### src/rtl/img_word_packer_pkg.sv
// Shared types and constants for the 28x28 image word packer.
// The FSM state encoding doubles as the oState debug value.
package img_pkg;

    typedef enum logic [1:0] {
        IDLE    = 2'd0,
        ARM     = 2'd1,
        CAPTURE = 2'd2,
        DONE    = 2'd3
    } state_t;

    localparam int NUM_PIX   = 784;
    localparam int PIX_W     = 8;
    localparam int LANES     = 32;
    localparam int NUM_WORDS = (NUM_PIX + LANES - 1) / LANES;
    localparam int LAST_LANE = (NUM_PIX - 1) % LANES;
    localparam int WORD_W    = LANES * PIX_W;

endpackage

### src/rtl/img_lane_assembler.sv
// Collects 8-bit pixels into a 32-lane word, lane 0 in the LSBs.
// word/word_done present the completed word in the same cycle its final pixel arrives.
module img_lane_assembler
    import img_pkg::*;
(
    input  logic              clk,
    input  logic              rst_n,
    input  logic              clear,
    input  logic              accept,
    input  logic              flush,
    input  logic [PIX_W-1:0]  pix,
    output logic [WORD_W-1:0] word,
    output logic              word_done
);

    localparam int LANE_W = $clog2(LANES);

    logic [LANES-1:0][PIX_W-1:0] lanes_r;
    logic [LANE_W-1:0]           lane_r;
    logic [LANES-1:0][PIX_W-1:0] asm_s;

    // Merge the incoming pixel so a full word is visible without waiting a cycle
    always_comb begin
        asm_s         = lanes_r;
        asm_s[lane_r] = pix;
        word          = asm_s;
        word_done     = accept && ((lane_r == LANE_W'(LANES - 1)) || flush);
    end

    // Lane storage; cleared after each completed word so a flushed word has zero upper lanes
    always_ff @(posedge clk or negedge rst_n) begin
        if (!rst_n) begin
            lanes_r <= '0;
            lane_r  <= '0;
        end else if (clear) begin
            lanes_r <= '0;
            lane_r  <= '0;
        end else if (accept) begin
            if (word_done) begin
                lanes_r <= '0;
                lane_r  <= '0;
            end else begin
                lanes_r[lane_r] <= pix;
                lane_r          <= lane_r + LANE_W'(1);
            end
        end else begin
            lanes_r <= lanes_r;
            lane_r  <= lane_r;
        end
    end

endmodule

### src/rtl/img_word_packer.sv
// Captures one 784-pixel frame on CPU request, quantises to 8 bits and writes
// 25 packed 256-bit words to data memory, then signals done.
module img_word_packer
    import img_pkg::*;
#(
    parameter int ADDR_W    = 7,
    parameter int BASE_ADDR = 0
) (
    input  logic              clk,
    input  logic              rst_n,
    input  logic              iEnable,
    output logic              oDone,
    input  logic              iFVAL,
    input  logic              iDVAL,
    input  logic [11:0]       iDATA,
    output logic              oDmem_wren,
    output logic [ADDR_W-1:0] oDmem_addr,
    output logic [WORD_W-1:0] oDmem_data,
    output logic [1:0]        oState,
    output logic [9:0]        oPix_cnt
);

    localparam int WIDX_W = $clog2(NUM_WORDS);

    state_t              state_r, state_next_s;
    logic                seen_low_r;
    logic [9:0]          pix_cnt_r;
    logic [WIDX_W-1:0]   word_idx_r;
    logic                wren_r, done_r;
    logic [ADDR_W-1:0]   addr_r;
    logic [WORD_W-1:0]   data_r;
    logic                accept_s, last_s, clear_s;
    logic [WORD_W-1:0]   word_s;
    logic                word_done_s;
    logic                unused_low_bits_s;

    assign unused_low_bits_s = ^iDATA[3:0];

    // State register
    always_ff @(posedge clk or negedge rst_n) begin
        if (!rst_n) begin
            state_r <= IDLE;
        end else begin
            state_r <= state_next_s;
        end
    end

    // Next-state logic; a completing last pixel wins over a same-cycle iFVAL fall
    always_comb begin
        state_next_s = state_r;
        case (state_r)
            IDLE:    state_next_s = iEnable ? ARM : IDLE;
            ARM: begin
                if (!iEnable)                  state_next_s = IDLE;
                else if (seen_low_r && iFVAL)  state_next_s = CAPTURE;
                else                           state_next_s = ARM;
            end
            CAPTURE: begin
                if (!iEnable)                  state_next_s = IDLE;
                else if (accept_s && last_s)   state_next_s = DONE;
                else if (!iFVAL)               state_next_s = ARM;
                else                           state_next_s = CAPTURE;
            end
            DONE:    state_next_s = iEnable ? DONE : IDLE;
            default: state_next_s = IDLE;
        endcase
    end

    // Datapath control decoded from the current state
    always_comb begin
        accept_s = (state_r == CAPTURE) && iEnable && iDVAL && (pix_cnt_r != 10'(NUM_PIX));
        last_s   = (pix_cnt_r == 10'(NUM_PIX - 1));
        clear_s  = (state_r != CAPTURE);
    end

    img_lane_assembler u_asm (
        .clk       (clk),
        .rst_n     (rst_n),
        .clear     (clear_s),
        .accept    (accept_s),
        .flush     (last_s),
        .pix       (iDATA[11:4]),
        .word      (word_s),
        .word_done (word_done_s)
    );

    // Frame tracking: low-seen flag for ARM, pixel and word counters
    always_ff @(posedge clk or negedge rst_n) begin
        if (!rst_n) begin
            seen_low_r <= 1'b0;
            pix_cnt_r  <= 10'd0;
            word_idx_r <= '0;
        end else begin
            seen_low_r <= (state_r == ARM) ? (seen_low_r | ~iFVAL) : 1'b0;
            if ((state_next_s == IDLE) || (state_next_s == ARM)) begin
                pix_cnt_r <= 10'd0;
            end else if (accept_s) begin
                pix_cnt_r <= pix_cnt_r + 10'd1;
            end else begin
                pix_cnt_r <= pix_cnt_r;
            end
            if (clear_s) begin
                word_idx_r <= '0;
            end else if (word_done_s) begin
                word_idx_r <= word_idx_r + WIDX_W'(1);
            end else begin
                word_idx_r <= word_idx_r;
            end
        end
    end

    // Output register, decoupled from assembly so back-to-back pixels never stall
    always_ff @(posedge clk or negedge rst_n) begin
        if (!rst_n) begin
            wren_r <= 1'b0;
            addr_r <= '0;
            data_r <= '0;
            done_r <= 1'b0;
        end else begin
            wren_r <= word_done_s;
            done_r <= (state_next_s == DONE);
            if (word_done_s) begin
                addr_r <= ADDR_W'(BASE_ADDR) + ADDR_W'(word_idx_r);
                data_r <= word_s;
            end else begin
                addr_r <= addr_r;
                data_r <= data_r;
            end
        end
    end

    assign oDmem_wren = wren_r;
    assign oDmem_addr = addr_r;
    assign oDmem_data = data_r;
    assign oDone      = done_r;
    assign oState     = state_r;
    assign oPix_cnt   = pix_cnt_r;

endmodule

### config.mk
export PLATFORM = sky130hd
export DESIGN_NAME = img_word_packer
export DESIGN_NICKNAME = d
export VERILOG_FILES = /design/src/rtl/img_word_packer_pkg.sv /design/src/rtl/img_lane_assembler.sv /design/src/rtl/img_word_packer.sv
export SDC_FILE = /design/constraint.sdc
export NUM_CORES = 1
export LEC_CHECK = 0
export BUFFER_PORTS_ARGS = -buffer_cell sky130_fd_sc_hd__buf_2
export CORE_MARGIN = 2
export CORE_UTILIZATION = 52
export CTS_CLUSTER_DIAMETER = 60
export CTS_CLUSTER_SIZE = 28
export DETAILED_ROUTE_END_ITERATION = 7
export PLACE_DENSITY_LB_ADDON = 0.05
export SLEW_MARGIN = 20
export SYNTH_ARGS = -nofsm -noshare
export SYNTH_HDL_FRONTEND = slang
export SYNTH_SLANG_ARGS = --single-unit
export TNS_END_PERCENT = 50
### constraint.sdc
create_clock -name clk -period 2.6 [get_ports clk]
set_input_delay 0.26 -clock clk [delete_from_list [all_inputs] [get_ports clk]]
set_output_delay 0.26 -clock clk [all_outputs]
set_load 0.02 [all_outputs]
== Word-level counts from Yosys, hierarchy flattened ==
Index checks and enable logic that the tools add are counted.
W data, S select, Z words.

* Register bits after elaboration: 542
* Input bits: 17
* Output and inout port bits: 277
* Logic and storage cells: 93

* Add/sub/neg operators: 3
* Magnitude comparators: 2
* Eq/ne operators: 9
* Mux-type cells: 22
* Bitwise operators: 2
* Reductions and logical operators: 14

{| class="wikitable"
|+ Operators by type and width
! operator !! count
|-
| $mux W256 || 3
|-
| $bwmux W256 || 1
|-
| $demux W8 S5 || 1
|-
| $mux W5 || 5
|-
| $mux W10 || 2
|-
| $mux W2 || 6
|-
| $add A10 B1 Y10 const B || 1
|-
| $add A5 B1 Y5 const B || 2
|-
| $eq A10 B10 Y1 const B || 1
|-
| $ne A10 B10 Y1 const B || 1
|-
| $mux W8 || 1
|-
| $pmux W2 S4 || 1
|-
| $logic_and A1 B1 Y1 || 7
|-
| $eq A2 B2 Y1 const B || 3
|-
| $lt A5 B6 Y1 const B || 1
|-
| $reduce_bool A2 Y1 || 3
|-
| $eq A5 B5 Y1 const B || 1
|-
| $ge A5 B1 Y1 const B || 1
|-
| $eq A2 B1 Y1 const B || 2
|-
| $logic_not A2 Y1 || 2
|-
| $logic_or A1 B1 Y1 || 2
|-
| $mux W1 || 2
|-
| $ne A2 B2 Y1 const B || 1
|-
| $not A1 Y1 || 1
|-
| $or A1 B1 Y1 || 1
|}

== Logic depth before layout (Yosys ltp) ==
Gate-level depths: netlist of run 1.

* Depth after elaboration: 11
* Gate-level depth with buffers: 14
* Mapped depth without buffers: 8

== By module ==
From an unflattened synthesis of run 1, not the netlist that was laid out.

* Cell total of the unflattened synthesis: 1667
* Area total of the unflattened synthesis: 23961.7 µm²

{| class="wikitable"
|+ Modules (own cells, without submodules)
! module !! instances !! cells an instance !! area an instance (µm²) !! seq. area each (µm²)
|-
| img_lane_assembler || 1 || 1013 || 13299.0 || 6531.3
|-
| img_word_packer || 1 || 654 || 10662.7 || 7031.7
|}

== Worst setup path before layout of run 1 ==
No wires, ideal clock.

* Path type: reg2reg
* From: register u_asm.lane_r[0]
* To: register data_r[104] (netlist: oDmem_data[104])
* Arrival: 2568 ps
* Setup slack: -50 ps
* Cell stages (with the launch flop): 14
* Period minus slack after synthesis: 2650 ps
* Path through: dfrtp_1 > ha_1 > clkbuf_1 > and3_1 > ha_1 > inv_1 > clkbuf_1 > o31ai_4 > nand2_1 > buf_6 > clkinv_2 > buf_4 > buf_2 > a31oi_1

* Word-level cells in the longest chain between the ends: 5
* Elaborated cells between the ends (all ways): 9
* Classes of those cells: order compare (2); eq/ne (1); mux (3); reduce/logical (3)

{| class="wikitable"
|+ Ends and longest elaborated chain
! element !! line !! text
|-
| from (decl) || img_lane_assembler.sv:19 || <nowiki>logic [LANE_W-1:0] lane_r;</nowiki>
|-
| from (signal assigned) || img_lane_assembler.sv:44 || <nowiki>lane_r <= lane_r + LANE_W'(1);</nowiki>
|-
| from (signal assigned) || img_lane_assembler.sv:48 || <nowiki>lane_r <= lane_r;</nowiki>
|-
| $lt A5 B6 Y1 (not written as such) or $ge A5 B1 Y1 (tied branches) || img_lane_assembler.sv:25 || <nowiki>asm_s[lane_r] = pix;</nowiki>
|-
| $logic_and A1 B1 Y1 (not written as such) || img_lane_assembler.sv:25 ||
|-
| $mux W8 (not written as such) || img_lane_assembler.sv:25 ||
|-
| $demux W8 S5 || n/a ||
|-
| $bwmux W256 || img_lane_assembler.sv:25 ||
|-
| to (signal assigned) || img_word_packer.sv:124 || <nowiki>data_r <= word_s;</nowiki>
|-
| to (signal assigned) || img_word_packer.sv:127 || <nowiki>data_r <= data_r;</nowiki>
|-
| to (decl) || img_word_packer.sv:31 || <nowiki>logic [WORD_W-1:0] data_r;</nowiki>
|}

Parallel ways exist; a longest one is shown, timed or not.
A chain may end at the register's enable or synchronous reset.

== Final worst setup path of run 1 ==
* From: register u_asm.lane_r[0]
* To: register u_asm.lanes_r[249] (netlist name)

* Word-level cells in the longest chain between the ends: 8
* Elaborated cells between the ends (all ways): 12
* Classes of those cells: order compare (2); eq/ne (1); mux (6); reduce/logical (3)

{| class="wikitable"
|+ Ends and longest elaborated chain
! element !! line !! text
|-
| $lt A5 B6 Y1 (not written as such) or $ge A5 B1 Y1 (tied branches) || img_lane_assembler.sv:43 || <nowiki>lanes_r[lane_r] <= pix;</nowiki>
|-
| $logic_and A1 B1 Y1 (not written as such) || img_lane_assembler.sv:43 ||
|-
| $mux W8 (not written as such) || img_lane_assembler.sv:43 ||
|-
| $demux W8 S5 || n/a ||
|-
| $bwmux W256 || img_lane_assembler.sv:43 ||
|-
| $mux W256 * || img_lane_assembler.sv:39 || <nowiki>if (word_done) begin</nowiki>
|-
| $mux W256 * || img_lane_assembler.sv:38 || <nowiki>end else if (accept) begin</nowiki>
|-
| $mux W256 * || img_lane_assembler.sv:35 || <nowiki>end else if (clear) begin</nowiki>
|-
| to (signal, indexed assignment) || img_lane_assembler.sv:43 ||
|-
| to (signal assigned) || img_lane_assembler.sv:47 || <nowiki>lanes_r <= lanes_r;</nowiki>
|-
| to (decl) || img_lane_assembler.sv:18 || <nowiki>logic [LANES-1:0][PIX_W-1:0] lanes_r;</nowiki>
|}

Mark *: on every way between the ends. The rest lies on a longest branch, timed or not. The select of a mux whose other input is x is not followed.

==> results.md, run 1 <==
- Status: finished clean
- Routed WL: 77030 um
- Max Fanout on Critical Path: 29
- Largest area contributor in the netlist: dfrtp_1
- Initial Util: 52.64%
- Ant diodes: 0
- Dominant cell by count in the synthesized netlist: dfrtp_1
- Vias per cell: 6.323
- CTS tree: built
- Clock transition at the registers of the reported paths: 0.09 ns
- Worst-path cell chain: ha_1 -> and3_1 -> ha_1 -> clkinv_1 -> o31a_4 -> buf_12 -> buf_4 -> a21oi_2 -> o22ai_1
- Crit path required time: 3.05 ns
- Post-DP HPWL: 47700 um
- Area Overhead vs Synth: 16.86%
- Final hold viol count: 0
- CTS root buffer: clkbuf_16
- Setup Crit Path Kind: flop to flop
- Syn avg cell area: 10.44 um^2
- Post-synth EDFFs: 0
- GRT overflow: 0
- CTS sink count: 542
- Die width: 218.3 um
- Synth warnings: 0
- Syn Inst Count: 2289
- Share of layout cells above drive strength 1: 22.97%
- Period utilization: 94.24%
- Design area: 27910 um^2
- WP data arrival: 2.90 ns
- Achievable frequency: 408.1 MHz
- Initial antenna violation count: 0
- Synthesis-stage register bit count: 542
- Sequential fraction of the synthesis area: 56.78%
- Slew Viols, Final: 0
- Top_reg_cell synth: dfrtp_1
- Routed wire per std cell: 24.41 um
- WP buf/inv: 3
- Synth area leaders: dfrtp_1 57%, a22o_1 6.9%, nand2_1 6.7%
- Port Buffers: 287
- Post-synth top cells: 542 x dfrtp_1, 424 x nand2_1, 192 x a21oi_1, 189 x a22o_1, 187 x a31oi_1
- Top cell by count, worst path: ha_1
- Final Skew: 0.02113 ns
- Critical path launch point type: flop
- Setup Buffers After CTS: 0
- DR pass1 iterations: 5
- Number of global-route vias before repair: 19450
- CP top delay family: compound AO/OA/AOI/OAI gates
- Min Hold Slack: 0.1050 ns
- FFs w/ async S/R, synth: 100.0%
- Slew headroom: 44.86%
- Num rows: 78
- RSZ-0062 raised after global routing: true
- Largest net degree at the start of global routing: 112
- Global-route wire length before repair: 117400 um
- Final min period: 2.450 ns
- Post-synth top area share: 56.78%
- GRT Util Overall: 32.15%
- Vias: 19950
- Die Ht: 218.3 um
- Io pins: 294
- CORE AREA: 45380 um^2
- VDD IR-drop max: 0.3910 mV
- Crit-path max cell delay: 0.42 ns
- Setup ws final: 0.1496 ns
- P_leak: 13.32 nW
- GP Congestion: 0.8047
- Fin cells: 3155
- Post-DP Area: 26380 um^2
- H-tree depth: 2
- CTS Buffer Depth: 3
- Worst Tran Pin Value: 0.8272 ns
- Starting DRT DRC Count: 2023
- Drt drc: 0
- # setup viols final: 0
- Pwr per Cell Area: 566.6 nW/um^2
- Clock Latency Late Sink: 0.60 ns
- Synthesized cell area: 23890 um^2
- Fill count: 3835
- Final ANT Viol Nets: 0
- Max-cap violation count: 0
- Place WS: 0.05682 ns
- Yosys cell types: 55
- Post-Route Setup TNS: 0 ns
- Setup crit end kind: flop
- Worst Hold Class: input port to flop
- CTS buffer count: 41
- Placed Cells: 3074
- Final nets: 2547
- DIE AREA: 47670 um^2
- Slowest CP cell: dfrtp_1
-- area by class of cell --
cell class                 count  area (um^2)  area share [%]
clock inverter                29        334.1           1.197
multi-input combinational   1492         9254           33.15
inverter                      10        42.54          0.1524
sequential                   542        13570           48.61
tap                          600        750.7           2.689
clock buffer                  47         1121           4.016
timing repair buffer         435         2844           10.19
-- cell families after synthesis --
logic type      share of synthesized area [%]
compound gates                          23.71
fa+ha+maj                              0.4190
xor+xnor                               0.1467
flops                                   56.78
buf+inv                                 4.756
simple gates                            10.84
mux                                     3.336
other cells                           0.01570
-- report_power, final --
group / total (mW) / internal [mW] / switching, mW
clock: 6.93 / 3.48 / 3.44
sequential: 8.43 / 8.42 / 0.00415
combinational: 0.464 / 0.0830 / 0.381
-- sequential cells by signal, indices dropped and copies added (netlist names) --
| signal | cells |
|---|---|
| u_asm.lanes_r | 256 |
| oState | 2 |
| u_asm.lane_r | 5 |
| seen_low_r | 1 |
| oDone | 1 |
| oPix_cnt | 10 |
| oDmem_wren | 1 |
| oDmem_addr | 5 |
| word_idx_r | 5 |
| oDmem_data | 256 |
-- worst min-delay path, stage by stage --
cell	delay, ns
buf_2	0.18
mux2i_1	0.14
o21ai_0	0.08
-- per-layer routing --
metal | GRT usage, % | vias up | part of all wire [%]
met5 | 0 | - | 0
met4 | 10.75 | 0 | 2.7
met3 | 4.983 | 129 | 6.9
met2 | 50.11 | 772 | 46
met1 | 46.24 | 10200 | 44
li1 | - | 8847 | -
-- path summary, 6_finish.rpt --
check / to / slack, ns / start / cells past startpoint
min in group asynchronous: u_asm.lanes_r[124] / 0.30 / rst_n / 2
worst min-delay path: oDmem_data[228] / 0.11 / iDATA[8] / 3
worst min register to register: u_asm.lanes_r[119] / 0.50 / u_asm.lanes_r[119] / 1
worst max-delay path: u_asm.lanes_r[249] / 0.15 / u_asm.lane_r[0] / 9
max in group asynchronous: oDmem_data[41] / 1.36 / rst_n / 3
worst max register to register: u_asm.lanes_r[249] / 0.15 / u_asm.lane_r[0] / 9
-- cells in the final DEF (no fill, tap or decap), types with 5 or more instances in the layout --
cell	n
nor3_1	10
inv_8	7
nand2_1	422
inv_6	7
dlygate4sd3_1	5
nand4bb_1	13
clkbuf_16	43
nand3_1	22
buf_2	286
a21oi_2	29
a21oi_1	192
mux2i_1	74
nor3b_2	8
and4bb_2	5
ha_1	8
o311ai_0	18
buf_12	21
mux2_2	5
nand4b_1	12
a22o_1	189
o22ai_1	41
a31oi_1	187
and3_2	7
buf_4	119
and4b_1	5
o2bb2ai_1	27
dfrtp_1	538
inv_1	8
o21ai_0	150
o311ai_1	10
-- per-stage QoR --
stage | power, mW | utilization, %
floorplan | 8.713 | -
global placement | 9.049 | 58.13
finish | 15.82 | 61.51
detailed placement | 9.055 | 58.13
CTS | 15.89 | 61.44
global route | 16.24 | 61.51
-- repair_timing --
action	4_1_cts	5_1_grt
endpoints found under the setup margin	0	77
hold buffers	5	0
gates resized for setup	0	6
endpoints found under the hold margin	76	0
Note: power is estimated with default switching activity, not from simulation.
==> inputs of run 2 (changes only) <==
==> constraint.sdc (replaced) <==
create_clock -name clk -period 2.13 [get_ports clk]
set_input_delay 0.213 -clock clk [delete_from_list [all_inputs] [get_ports clk]]
set_output_delay 0.213 -clock clk [all_outputs]
set_load 0.005 [all_outputs]
==> run 2 against run 1 <==
- the flow now finishes with violations (setup timing)
- count of clock-buffer cells in the layout fell by 5
- flip-flop and latch count stayed put
- first-iteration DRC count down 4.9%
- worst hold slack worse by 0.066 ns
- setup slack got worse by 0.23 ns
- largest power group unchanged
- highest routed layer unchanged
==> results.md, run 2 (same netlist as run 1, synthesis figures left out) <==
- H-tree depth: 2 (unchanged)
- Io pins: 294 (unchanged)
- Area Overhead vs Synth: 21.40% (was 16.86%)
- Failing checks: setup timing
- Vias per cell: 6.351 (was 6.323)
- Total power: 19.03 mW (was 15.82 mW)
- CTS root buffer: clkbuf_16 (unchanged)
- CTS sink count: 542 (unchanged)
- P_leak: 13.83 nW (was 13.32 nW)
- Post-DP Area: 27120 um^2 (was 26380 um^2)
- # setup viols final: 128 (was 0)
- Die width: 218.3 um (unchanged)
- GRT overflow: 0 (unchanged)
- Design area: 29000 um^2 (was 27910 um^2)
- Drt drc: 0 (unchanged)
- Port Buffers: 287 (unchanged)
- Worst Tran Pin Value: 0.6784 ns (was 0.8272 ns)
- Die Ht: 218.3 um (unchanged)
- Routed WL: 78710 um (was 77030 um)
- DR pass1 iterations: 6 (was 5)
- Area of the multi-input gates: 9432 um^2 (was 9254 um^2)
- Vias: 20490 (was 19950)
- Setup crit end kind: flop (unchanged)
- CTS buffer count: 38 (was 41)
- Max-cap violation count: 0 (unchanged)
- Worst Hold Class: input port to asynchronous set/reset pin (was input port to flop)
- GP Congestion: 0.8212 (was 0.8047)
- Achievable frequency: 451.7 MHz (was 408.1 MHz)
- GRT Util Overall: 32.07% (was 32.15%)
- Placed Cells: 3135 (was 3074)
- VDD IR-drop max: 0.4777 mV (was 0.3910 mV)
- Period utilization: 103.9% (was 94.24%)
- Clock transition at the registers of the reported paths: 0.09 ns (about the same)
- Routed wire per std cell: 24.40 um (was 24.41 um)
- Critical path launch point type: flop (unchanged)
- Global-route wire length before repair: 118000 um (was 117400 um)
- Final nets: 2621 (was 2547)
- RSZ-0062 raised after global routing: true (unchanged)
- Min Hold Slack: 0.03860 ns (was 0.1050 ns)
- Fill count: 3700 (was 3835)
- Slew headroom: 54.77% (was 44.86%)
- Final hold viol count: 0 (unchanged)
- Slew Viols, Final: 0 (unchanged)
- CTS tree: built (unchanged)
- Final min period: 2.214 ns (was 2.450 ns)
- WP data arrival: 2.72 ns (was 2.90 ns)
- Reg-to-reg startpoint: oPix_cnt[0] (was u_asm.lane_r[0])
- Most common cell after layout, fill and taps aside: dfrtp_1 (unchanged)
- DIE AREA: 47670 um^2 (unchanged)
- Largest net degree at the start of global routing: 116 (was 112)
- Post-DP HPWL: 48660 um (was 47700 um)
- Status: complete, but fails checks (was finished clean)
- Max Fanout on Critical Path: 34 (was 29)
- CORE AREA: 45380 um^2 (unchanged)
- Initial antenna violation count: 0 (unchanged)
- Final Skew: 0.02078 ns (was 0.02113 ns)
- Worst setup startpoint: oPix_cnt[0] (was u_asm.lane_r[0])
- Share of layout cells above drive strength 1: 25.93% (was 22.97%)
- Starting DRT DRC Count: 1923 (was 2023)
- Pwr per Cell Area: 656.3 nW/um^2 (was 566.6 nW/um^2)
- Number of global-route vias before repair: 19680 (was 19450)
- Initial Util: 52.64% (unchanged)
- Clock Latency Late Sink: 0.60 ns (about the same)
- Ant diodes: 0 (unchanged)
- Fin cells: 3226 (was 3155)
- Setup Crit Path Kind: flop to flop (unchanged)
- Setup ws final: -0.08369 ns (was 0.1496 ns)
- Num rows: 78 (unchanged)
- Most frequent cells in the layout: 537 x dfrtp_1, 422 x nand2_1, 286 x buf_2, 189 x a21oi_1, 189 x a22o_1 (was 538 x dfrtp_1, 422 x nand2_1, 286 x buf_2, 192 x a21oi_1, 189 x a22o_1)
- Crit path required time: 2.63 ns (was 3.05 ns)
- Final Util: 63.90% (was 61.51%)
- Final ANT Viol Nets: 0 (unchanged)
- CTS Buffer Depth: 3 (unchanged)
- Reg area: 13570 um^2 (about the same)
run 2: changes by cell type in the layout (fill, tap and decap cells not counted), sizes merged, moves of 2 or more:
cell,previous run,this run
buf,430,500
and3,8,10
clkinv,12,14
dlygate4sd3,5,3
run 2: per-layer routing:
layer  global-route usage, %  share of wire, %  up-vias  wire length [um]
met1                   47.26                43    10430             34150
met2                   49.47                46      922             36570
li1                        -                 -     9014                 -
met4                   9.206               2.4        0              1884
met5                       0                 0        -                 0
met3                   4.871               7.8      127              6105
run 2: final timing paths:
path | endpoint | slack (ns) | depth (start not counted)
worst max register to register | oDmem_data[250] | -0.08 | 10
worst min-delay path | u_asm.lanes_r[112] | 0.04 | 2
worst min register to register | u_asm.lanes_r[223] | 0.50 | 1
worst max-delay path | oDmem_data[250] | -0.08 | 10
max in group asynchronous | oPix_cnt[5] | 1.11 | 4
min in group clk | u_asm.lanes_r[230] | 0.05 | 3
run 2: worst max-delay path, stage by stage, from the launching register on:
cell	delay, ns
dfrtp_1	0.38
buf_6	0.13
ha_4	0.13
nand4b_1	0.16
buf_6	0.20
o31ai_4	0.24
buf_4	0.20
nand2_8	0.07
buf_12	0.17
clkbuf_16	0.22
o21ai_0	0.19
run 2: per-stage QoR:
step / setup TNS [ns] / setup slack (ns)
final: -3.003 / -0.08369
after global routing: -18.83 / -0.1013
after CTS: -0.07829 / -0.01784
after detailed placement: -36.18 / -0.2068
after global placement: -25.64 / -0.1529
after floorplan: -10.02 / -0.1020
run 2: cell type report:
class | count | share of cell area, %
timing repair buffer | 509 | 13.15
clock inverter | 28 | 1.186
tap | 600 | 2.589
inverter | 10 | 0.1812
sequential | 542 | 46.79
clock buffer | 42 | 3.585
multi-input combinational | 1495 | 32.52
run 2: power breakdown:
group	switching, mW	internal (mW)	total, mW
clock	4.24	3.93	8.17
sequential	0.00234	10.3	10.3
combinational	0.463	0.117	0.579
total	4.71	14.3	19.0
run 2: repair_timing:
item | CTS | global route
setup buffers | 4 | 5
cloned | 1 | 8
hold endpoints to repair | 302 | 0
hold buffers | 3 | 0
gates resized for setup | 25 | 67
setup endpoints to repair | 417 | 454
pin swaps | 13 | 32
